==> config.mk <==
export PLATFORM = sky130hd
export DESIGN_NAME = sync_fifo_ctrl
export DESIGN_NICKNAME = d
export VERILOG_FILES = /design/src/rtl/sync_fifo_ctrl.sv
export SDC_FILE = /design/constraint.sdc
export NUM_CORES = 1
export LEC_CHECK = 0
export ABC_CLOCK_PERIOD_IN_PS = 2400
export CAP_MARGIN = 25
export CORE_UTILIZATION = 45
export DETAILED_ROUTE_END_ITERATION = 8
export PLACE_DENSITY = 0.83
export SYNTH_ARGS = -nofsm -noshare
export SYNTH_HDL_FRONTEND = slang
export SYNTH_HIERARCHICAL = 1
export SYNTH_SLANG_ARGS = --single-unit
==> constraint.sdc <==
create_clock -name clk -period 2.4 [get_ports clk]
set_input_delay 0.48 -clock clk [delete_from_list [all_inputs] [get_ports clk]]
set_output_delay 0.48 -clock clk [all_outputs]
set_load 0.01 [all_outputs]
==> src/rtl/sync_fifo_ctrl.sv <==
// sync_fifo_ctrl: pointer, occupancy and flag controller for a single-clock
// FIFO memory with first-word-fall-through reads. Depth need not be a power
// of two. Pointers wrap explicitly at MEM_DEPTH-1.

`ifndef CFG_FIFO_DEPTH
`define CFG_FIFO_DEPTH 8
`endif

module sync_fifo_ctrl #(
  parameter int MEM_DEPTH     = `CFG_FIFO_DEPTH,
  parameter int ADDR_WIDTH    = $clog2(MEM_DEPTH),
  parameter int CNT_WIDTH     = $clog2(MEM_DEPTH + 1),
  parameter int AFULL_THRESH  = MEM_DEPTH - 2,
  parameter int AEMPTY_THRESH = 2
) (
  input  logic                  clk,
  input  logic                  reset_n,
  input  logic                  push,
  input  logic                  pop,
  output logic                  mem_wr_en,
  output logic [ADDR_WIDTH-1:0] mem_wr_addr,
  output logic [ADDR_WIDTH-1:0] mem_rd_addr,
  output logic                  full,
  output logic                  empty,
  output logic                  almost_full,
  output logic                  almost_empty,
  output logic [CNT_WIDTH-1:0]  count,
  output logic                  overflow,
  output logic                  underflow
);

  localparam logic [ADDR_WIDTH-1:0] LAST_ADDR = ADDR_WIDTH'(MEM_DEPTH - 1);
  localparam logic [ADDR_WIDTH-1:0] ADDR_ONE  = ADDR_WIDTH'(1);
  localparam logic [ADDR_WIDTH-1:0] ADDR_ZERO = {ADDR_WIDTH{1'b0}};
  localparam logic [CNT_WIDTH-1:0]  CNT_FULL  = CNT_WIDTH'(MEM_DEPTH);
  localparam logic [CNT_WIDTH-1:0]  CNT_ONE   = CNT_WIDTH'(1);
  localparam logic [CNT_WIDTH-1:0]  CNT_ZERO  = {CNT_WIDTH{1'b0}};
  localparam logic [CNT_WIDTH-1:0]  AFULL_C   = CNT_WIDTH'(AFULL_THRESH);
  localparam logic [CNT_WIDTH-1:0]  AEMPTY_C  = CNT_WIDTH'(AEMPTY_THRESH);

  // Flag decode of an occupancy value: {full, empty, almost_full, almost_empty}.
  function automatic logic [3:0] decode_flags(input logic [CNT_WIDTH-1:0] cnt);
    logic [3:0] f;
    f[3] = (cnt == CNT_FULL);
    f[2] = (cnt == CNT_ZERO);
    f[1] = (cnt >= AFULL_C);
    f[0] = (cnt <= AEMPTY_C);
    return f;
  endfunction

  // Pointer advance with explicit wrap so non-power-of-two depths work.
  function automatic logic [ADDR_WIDTH-1:0] next_ptr(input logic [ADDR_WIDTH-1:0] ptr);
    logic [ADDR_WIDTH-1:0] n;
    if (ptr == LAST_ADDR) begin
      n = ADDR_ZERO;
    end else begin
      n = ptr + ADDR_ONE;
    end
    return n;
  endfunction

  localparam logic [3:0] FLAGS_RESET = decode_flags({CNT_WIDTH{1'b0}});

  logic [ADDR_WIDTH-1:0] wr_ptr_q, wr_ptr_d;
  logic [ADDR_WIDTH-1:0] rd_ptr_q, rd_ptr_d;
  logic [CNT_WIDTH-1:0]  count_q,  count_d;
  logic [3:0]            flags_q,  flags_d;
  logic                  overflow_q,  overflow_d;
  logic                  underflow_q, underflow_d;
  logic                  wr_acc_s, rd_acc_s;

  // Accept decisions use pre-edge flags: a full FIFO drops push even if pop frees a slot.
  always_comb begin
    wr_acc_s = push & ~flags_q[3];
    rd_acc_s = pop  & ~flags_q[2];
  end

  // Next-state for pointers, occupancy, flags and error pulses.
  always_comb begin
    wr_ptr_d    = wr_ptr_q;
    rd_ptr_d    = rd_ptr_q;
    count_d     = count_q;
    overflow_d  = push & flags_q[3];
    underflow_d = pop  & flags_q[2];

    if (wr_acc_s) begin
      wr_ptr_d = next_ptr(wr_ptr_q);
    end else begin
      wr_ptr_d = wr_ptr_q;
    end

    if (rd_acc_s) begin
      rd_ptr_d = next_ptr(rd_ptr_q);
    end else begin
      rd_ptr_d = rd_ptr_q;
    end

    case ({wr_acc_s, rd_acc_s})
      2'b10:   count_d = count_q + CNT_ONE;
      2'b01:   count_d = count_q - CNT_ONE;
      default: count_d = count_q;
    endcase

    flags_d = decode_flags(count_d);
  end

  // State registers with synchronous active-low reset; memory contents are untouched.
  always_ff @(posedge clk) begin
    if (!reset_n) begin
      wr_ptr_q    <= ADDR_ZERO;
      rd_ptr_q    <= ADDR_ZERO;
      count_q     <= CNT_ZERO;
      flags_q     <= FLAGS_RESET;
      overflow_q  <= 1'b0;
      underflow_q <= 1'b0;
    end else begin
      wr_ptr_q    <= wr_ptr_d;
      rd_ptr_q    <= rd_ptr_d;
      count_q     <= count_d;
      flags_q     <= flags_d;
      overflow_q  <= overflow_d;
      underflow_q <= underflow_d;
    end
  end

  // Output mapping: write enable is combinational so the memory writes on the same edge.
  always_comb begin
    mem_wr_en    = wr_acc_s;
    mem_wr_addr  = wr_ptr_q;
    mem_rd_addr  = rd_ptr_q;
    count        = count_q;
    full         = flags_q[3];
    empty        = flags_q[2];
    almost_full  = flags_q[1];
    almost_empty = flags_q[0];
    overflow     = overflow_q;
    underflow    = underflow_q;
  end

  sync_fifo_ctrl_chk #(
    .MEM_DEPTH  (MEM_DEPTH),
    .ADDR_WIDTH (ADDR_WIDTH),
    .CNT_WIDTH  (CNT_WIDTH)
  ) u_chk (
    .clk       (clk),
    .reset_n   (reset_n),
    .wr_addr   (wr_ptr_q),
    .rd_addr   (rd_ptr_q),
    .count     (count_q),
    .full      (flags_q[3]),
    .empty     (flags_q[2]),
    .overflow  (overflow_q),
    .underflow (underflow_q)
  );

endmodule

// sync_fifo_ctrl_chk: structural invariants of the controller state.
module sync_fifo_ctrl_chk #(
  parameter int MEM_DEPTH  = 8,
  parameter int ADDR_WIDTH = 3,
  parameter int CNT_WIDTH  = 4
) (
  input logic                  clk,
  input logic                  reset_n,
  input logic [ADDR_WIDTH-1:0] wr_addr,
  input logic [ADDR_WIDTH-1:0] rd_addr,
  input logic [CNT_WIDTH-1:0]  count,
  input logic                  full,
  input logic                  empty,
  input logic                  overflow,
  input logic                  underflow
);

  int ptr_diff_s;

  // Modular pointer distance, the occupancy expected whenever not full.
  always_comb begin
    if (int'(wr_addr) >= int'(rd_addr)) begin
      ptr_diff_s = int'(wr_addr) - int'(rd_addr);
    end else begin
      ptr_diff_s = int'(wr_addr) + MEM_DEPTH - int'(rd_addr);
    end
  end

  a_count_range: assert property (@(posedge clk) disable iff (!reset_n)
    int'(count) <= MEM_DEPTH);
  a_ptr_invariant: assert property (@(posedge clk) disable iff (!reset_n)
    (!full) |-> (int'(count) == ptr_diff_s));
  a_full_ptrs: assert property (@(posedge clk) disable iff (!reset_n)
    full |-> (wr_addr == rd_addr));
  a_flags_excl: assert property (@(posedge clk) disable iff (!reset_n)
    !(full && empty));
  a_err_excl: assert property (@(posedge clk) disable iff (!reset_n)
    !(overflow && underflow));

endmodule

# Yosys cells after proc, flatten, opt, wreduce, memory -nomap -nowiden
# Index checks and enable logic that the tools add are counted.
# totals
wordCells	27
n_memories	0
output_inout_bits	17
mem_bits_ro	0
register_bits	16
ram_bits	0
latch_bits	0
input_bits	4
# op_classes
shift	0
n_div	0
n_mul	0
muxes	3
add_sub_neg	4
order_cmp	2
n_reduce_logical	1
n_eq_ne	5
bitwise_logic	6
# op_table
operator	n
4-bit one-hot mux with 2 select lines	1
3-bit by 1-bit adder with 3-bit output (second input constant)	2
3-bit == test (second input constant)	2
3-bit two-way mux	2
4-bit by 1-bit adder with 4-bit output (second input constant)	1
1-bit AND	4
4-bit == test (second input constant)	1
4-bit by 3-bit greater-or-equal comparator with 1-bit output (second input constant)	1
4-bit by 2-bit <= comparator with 1-bit output (second input constant)	1
4-bit logical NOT	1
4-bit by 1-bit subtractor with 4-bit output (second input constant)	1
2-bit by 1-bit == test with 1-bit output (second input constant)	1
2-bit == test (second input constant)	1
1-bit NOT	2

# Depth between registers and ports, before layout
# Gate-level depths: netlist of the first run.
# depth
word_depth	5
ltp_mapped	10
ltp_nobuf	10

# Least setup slack after synthesis of the first run
# OpenSTA, ideal clock, no wires.
# synth_path
path_type	input to register
from	in pop
to	reg flags_q[3]
required_ns	2.327
setup_ns	0.073
setup_slack_ns	0.449
arrival_time_ns	1.878
n_path_buf	0
path_stages	10
cell_sequence	nand2b_4 -> inv_1 -> nand2_1 -> xnor2_1 -> ha_1 -> a21oi_1 -> xnor2_1 -> xnor2_1 -> o31a_1 -> nor3_2
# synth_via
elab_chain_cells	4
word_cells_on_any_way	5
classes_between	3 x eq/ne; 1 x mux; 1 x bitwise
# synth_rtl
item	line	rtl
start: declaration	19	input logic pop,
1-bit AND *	75	rd_acc_s = pop & ~flags_q[2];
2-bit by 1-bit == test with 1-bit output / 2-bit == test (equally long branches)	98	case ({wr_acc_s, rd_acc_s})
4-bit one-hot mux with 2 select lines *	98	
4-bit == test *	44	f[3] = (cnt == CNT_FULL);
end signal: assignment	120	flags_q <= flags_d;
end: declaration	67	logic [3:0] flags_q, flags_d;
# Mark *: on every way between the ends. The rest lies on a longest branch, timed or not.
# A chain may end at the register's enable or synchronous reset.

# Worst setup path in the final report of the first run
# layout_path
from	in push
to	out mem_wr_en
# layout_via
elab_chain_cells	1
# layout_rtl
item	line	rtl
start: declaration	18	input logic push,
1-bit AND	74	wr_acc_s = push & ~flags_q[3];
end: declaration	20	output logic mem_wr_en,
# No other way between the ends.

==> out/results.tsv, run 1 <==
metric	value	unit
outcome	finished clean	
YS warnings	6	
Slew @ Worst Pin	0.3758	ns
sequential cell area	320.3	µm²
fmax	0.4316	GHz
DRT iter0 DRCs	16	
max_cap viols	0	
final worst-path cycle share	96.53	%
simple logic cell fraction of the synthesized area	26.05	%
antenna-violating nets left	0	
Die Width	45.10	µm
worst-path cell with the longest stage delay	clkdlybuf4s50_1	
Setup Skew	0.001375	ns
Hold Fails Final Rpt	0	
First-pass DRT Iterations	4	
crit path capture type	output pin	
largest net degree at the start of global routing	14	
post-detail-place hpwl	1.382	mm
met3 Usage GRT	2.800	%
Layout Area Growth over Synthesis	36.98	%
Slew Limit Fails	0	
kind of critical path	in -> out	
die area	2034	µm²
unrepaired setup endpoints after global routing	false	
R2R Path Start	flags_q[2]	
initial antenna violation count	0	
Avg Inst Size Synth	9.719	µm²
Pwr Total	1.115	mW
Clock Path Buffers	2	
Synth area leaders	dfxtp_1 (38%), ha_1 (9.0%), nand2_1 (5.4%), a21oi_1 (4.2%), buf_6 (4.0%)	
most common cell after layout, fill and taps aside	clkdlybuf4s50_1	
Avg WL per Cell	13.46	µm
Skew-Pair Late Insertion Delay	0.29	ns
site row count	15	
R2R Path End	flags_q[3]	
multi-input logic area	478.0	µm²
Post-Synthesis Cells	86	
core box area	1727	µm²
first-pass GRT wire length	3.056	mm
Worst EP required	1.92	ns
syn_nets	96	
Starting Density	48.41	%
XOR/XNOR share of the synthesized area	7.186	%
Vias	711	
DP Area	1097	µm²
delay of the slowest critical-path stage	0.53	ns
Synth Area in Adders	8.982	%
VDD IR max	0.0006203	V
FILL cells	146	
PortBufs	20	
GRT Util Overall	21.20	%
critical path's most frequent cell	clkdlybuf4s50_1	
setup violators final	0	
die height	45.10	µm
final wirelength	1.884	mm
Clock Sinks	16	
Post-CTS Setup Bufs	0	
design area	1145	µm²
Synth cell types	31	
DRC violations left	0	
Compound-Gate Fraction of Synth Area	12.43	%
Pleak	0.4892	nW
Crit path arrival time	1.84	ns
total CTS buffers	3	
fraction of synthesized area in multiplexers	1.198	%
Startpoint Class	primary input	
Reg2Reg Depth	10	
drt via density	5.079	
most frequent cells in the layout	clkdlybuf4s50_1 (20), dfxtp_1 (16), nand2_1 (12)	
post-synthesis instance area	835.8	µm²
GR Overflow Total	0	
post-synth top area cell	dfxtp_1	
met1 GRT Util	27.05	%
grt peak-use layer	met2	
Placer Congestion	0.8662	
CP max FO	5	
R2R Setup Slk	0.43	ns
clk root buf	clkbuf_4	
Nets	126	
CTS tree	done	
Worst Hold Depth	2	
Yosys reg bits	16	
post-synthesis sequential area ratio	38.32	%
Yosys top cell area share	38.32	%
crit path from	push	
clock transition at the registers of the reported paths	0.09	ns
number of global-route vias before repair	694	
crit path capture	mem_wr_en	
minimum clock period	2.317	ns
Slew headroom	74.91	%
power per cell area	973.9	nW/µm²
hold slack	0.4884	ns
main combinational cell family by area after synthesis	simple AND/OR/NAND/NOR gates	
ANT cells	0	
layout cell share with drive strength beyond 1	20.87	%
Worst Hold Class	reg -> reg	
met2 GRT Util	35.07	%
I/O pin cnt	21	
cell breakdown of the critical path	clkdlybuf4s50_1 > nand2b_4 > buf_4 > inv_1 > clkdlybuf4s50_1	
CTS H-tree lvls	1	
[worst max-delay path, delay by kind of cell]
family / cells / cell delay, ns
buf+inv: 4 / 1.27
simple gates: 1 / 0.09
[registers in the layout, indices dropped and copies added, names as in the netlist]
signal	flops
mem_wr_addr	3
flags_q	4
overflow	1
count	4
mem_rd_addr	3
underflow	1
[cells by family (layout without fill, tap and decap cells)]
family / count (synthesis) / in the layout
AOI/OAI and AO/OA: 14 / 14
xor gates and xnor gates: 6 / 6
adders and majority gates: 6 / 6
buffers and inverters: 7 / 36
DFF: 16 / 16
muxes: 1 / 1
and+or+nand+nor: 36 / 36
[area by class of cell]
| class | count | area share [%] |
|---|---|---|
| clock buffer | 4 | 3.169 |
| inverter | 3 | 0.9836 |
| multi-input combinational | 63 | 41.75 |
| sequential | 16 | 27.98 |
| tap | 25 | 2.732 |
| timing repair buffer | 29 | 23.39 |
[routing by layer]
metal	routed length (µm)	vias up	part of all wire [%]
met5	0	-	0
met4	40	0	2.1
met3	97	5	5.1
met2	904	26	48
met1	841	325	45
li1	-	355	-
[how the worst min path moves through the flow]
stage / from / endpoint
detailed placement: mem_rd_addr[2] / mem_rd_addr[2]
global route: mem_rd_addr[2] / mem_rd_addr[2]
floorplan: mem_rd_addr[1] / mem_rd_addr[1]
finish: mem_rd_addr[2] / mem_rd_addr[2]
global placement: mem_rd_addr[1] / mem_rd_addr[1]
CTS: mem_rd_addr[2] / mem_rd_addr[2]
[per-stage QoR]
stage               worst slack, ns  cells  TNS, ns  utilization (%)
floorplan                    0.4493     86        0                -
global placement           -0.09125    136  -0.2154            63.55
detailed placement          -0.2163    136  -0.7414            63.55
CTS                         0.02434    140        0            65.65
global route                0.01583    140        0            66.30
finish                      0.08330    140        0            66.30
[synth_stat cells, drive strengths merged]
cell	n
dfxtp	16
xor2	2
nor4b	1
and3	2
o22ai	2
or3	1
nand3	1
o31a	1
nand3b	1
and4b	1
buf	4
nor2	6
mux2i	1
a31oi	1
xnor2	4
o21ai	1
inv	3
nor3	5
a21o	1
nand2	12
and2b	2
ha	6
nor2b	1
nand2b	3
a21oi	7
o31ai	1
[what timing repair did]
item | CTS | global route
gates resized for setup | 0 | 2
hold endpoints to repair | 0 | 0
hold buffers | 0 | 0
endpoints found under the setup margin | 0 | 4
[power by group]
part	switching, mW	leakage [nW]	internal (mW)
Combinational	0.240	0.337	0.296
Sequential	0.0764	0.131	0.323
Clock	0.0874	0.0210	0.0924
Total	0.403	0.489	0.712
No activity file was read; power rests on OpenSTA's default activity.
==> inputs of run 2 (changes only) <==
--- a/config.mk
+++ b/config.mk
@@ -5,11 +5,11 @@
 export SDC_FILE = /design/constraint.sdc
 export NUM_CORES = 1
 export LEC_CHECK = 0
-export ABC_CLOCK_PERIOD_IN_PS = 2400
+export ABC_CLOCK_PERIOD_IN_PS = 2110
 export CAP_MARGIN = 25
-export CORE_UTILIZATION = 45
+export CORE_UTILIZATION = 42
 export DETAILED_ROUTE_END_ITERATION = 8
-export PLACE_DENSITY = 0.83
+export PLACE_DENSITY = 0.82
 export SYNTH_ARGS = -nofsm -noshare
 export SYNTH_HDL_FRONTEND = slang
 export SYNTH_HIERARCHICAL = 1
==> constraint.sdc (replaced) <==
create_clock -name clk -period 2.11 [get_ports clk]
set_input_delay 0.422 -clock clk [delete_from_list [all_inputs] [get_ports clk]]
set_output_delay 0.422 -clock clk [all_outputs]
set_load 0.01 [all_outputs]
==> run 2 against run 1 <==
Flip-flop and latch count unchanged. Total power increased by 9.9%. Critical path depth increased by 3. Critical endpoint is now flags_q[1]. Highest routed layer unchanged. Largest power group unchanged. Non-clock buffer count increased by 3. Largest cell class unchanged. Worst setup slack improved by 0.13 ns. Sequential share of layout area decreased by 0.42 points. Core utilization decreased by 1.8 points. First-iteration DRC count decreased by 25%.
==> out/results.tsv, run 2 (same netlist as run 1, synthesis figures left out) <==
metric	value	unit
outcome	finished clean	
max_cap viols	0	
hold_buf cts	0	
number of global-route vias before repair	678	
Hold Fails Final Rpt	0	
die area	2172	µm²
site row count	15	
multi-input logic area	483.0	µm²
minimum clock period	1.901	ns
largest net degree at the start of global routing	14	
crit path capture type	flop	
GRT Util Overall	19.15	%
die height	46.61	µm
crit path from	flags_q[3]	
DRT iter0 DRCs	12	
First-pass DRT Iterations	4	
CTS H-tree lvls	1	
Clock Path Buffers	2	
CTS tree	done	
Avg WL per Cell	12.75	µm
Layout Area Growth over Synthesis	39.07	%
ANT cells	0	
initial antenna violation count	0	
clock transition at the registers of the reported paths	0.08	ns
post-placement worst setup slack	-0.3798	ns
Crit path arrival time	2.07	ns
unrepaired setup endpoints after global routing	false	
most frequent cells in the layout	clkdlybuf4s50_1 (17), dfxtp_1 (16), nand2_1 (12)	
Starting Density	46.39	%
R2R Setup Slk	0.21	ns
first-pass GRT wire length	2.801	mm
final worst-path cycle share	90.10	%
crit path capture	flags_q[1]	
I/O pin cnt	21	
antenna-violating nets left	0	
Pleak	0.5066	nW
Reg2Reg Depth	8	
final wirelength	1.811	mm
Clock Sinks	16	
Slew headroom	75.44	%
drt via density	5.120	
Placer Congestion	0.8444	
Pwr Total	1.225	mW
total CTS buffers	3	
Skew-Pair Late Insertion Delay	0.29	ns
Slew @ Worst Pin	0.3678	ns
R2R Path Start	flags_q[3]	
clk root buf	clkbuf_4	
fin worst setup slack	0.2089	ns
kind of critical path	reg -> reg	
DRC violations left	0	
CP max FO	4	
Nets	129	
Slew Limit Fails	0	
most common cell after layout, fill and taps aside	clkdlybuf4s50_1	
Worst EP required	2.28	ns
R2R Path End	flags_q[1]	
power per cell area	1054	nW/µm²
hold slack	0.4030	ns
Vias	727	
FILL cells	158	
PortBufs	20	
Die Width	46.61	µm
Startpoint Class	flop	
setup violators final	0	
fmax	0.5260	GHz
Worst Hold Class	in -> reg	
sequential cell area	320.3	µm²
Setup Skew	0.007401	ns
post-detail-place hpwl	1.288	mm
GR Overflow Total	0	
VDD IR max	0.0006542	V
core box area	1802	µm²
layout cell share with drive strength beyond 1	23.08	%
run 2: worst min path at each step:
stage / startpoint / end / depth (start not counted)
final: push / overflow / 2
after floorplan: mem_rd_addr[1] / mem_rd_addr[1] / 2
after detailed placement: mem_rd_addr[1] / mem_rd_addr[1] / 2
after CTS: mem_rd_addr[2] / mem_rd_addr[2] / 2
after global routing: push / overflow / 2
after global placement: mem_rd_addr[1] / mem_rd_addr[1] / 2
run 2: report_power, final:
part | switching [mW] | internal (mW)
clock network | 0.0954 | 0.0664
registers | 0.0823 | 0.368
logic | 0.271 | 0.342
run 2: area by class of cell:
| type | count | share of cell area (%) |
|---|---|---|
| Sequential cell | 16 | 27.56 |
| Timing Repair Buffer | 32 | 25.30 |
| Tap cell | 25 | 2.691 |
| Multi-Input combinational cell | 63 | 41.55 |
| Clock buffer | 3 | 1.938 |
| Inverter | 3 | 0.9688 |
run 2: what timing repair did:
action / in CTS / in global routing
resized for setup: 4 / 4
setup endpoints to repair: 5 / 5
buffers inserted: 1 / 2
pin swaps: 1 / 7
run 2: stage by stage:
stage               utilization [%]  area [µm²]  cells  setup TNS [ns]
detailed placement            60.90        1097    136          -1.964
finish                        64.51        1162    142               0
global route                  64.51        1162    142               0
floorplan                         -       835.8     86               0
global placement              60.90        1097    136          -1.614
CTS                           62.78        1131    140               0
run 2: worst max-delay path, cell delays in order (launching register included):
cell,delay (ns)
dfxtp_1,0.32
nand2b_1,0.20
buf_6,0.15
ha_4,0.17
nor4b_4,0.27
nand3_2,0.12
a31oi_4,0.25
xnor2_2,0.18
o22ai_1,0.13
run 2: routing by layer:
metal / GRT usage (%) / up-vias / part of all wire [%]
met5: 0 / - / 0
met4: 12.57 / 0 / 0.83
met3: 5.098 / 2 / 5.2
met2: 33.61 / 30 / 52
met1: 19.62 / 338 / 42
li1: - / 357 / -
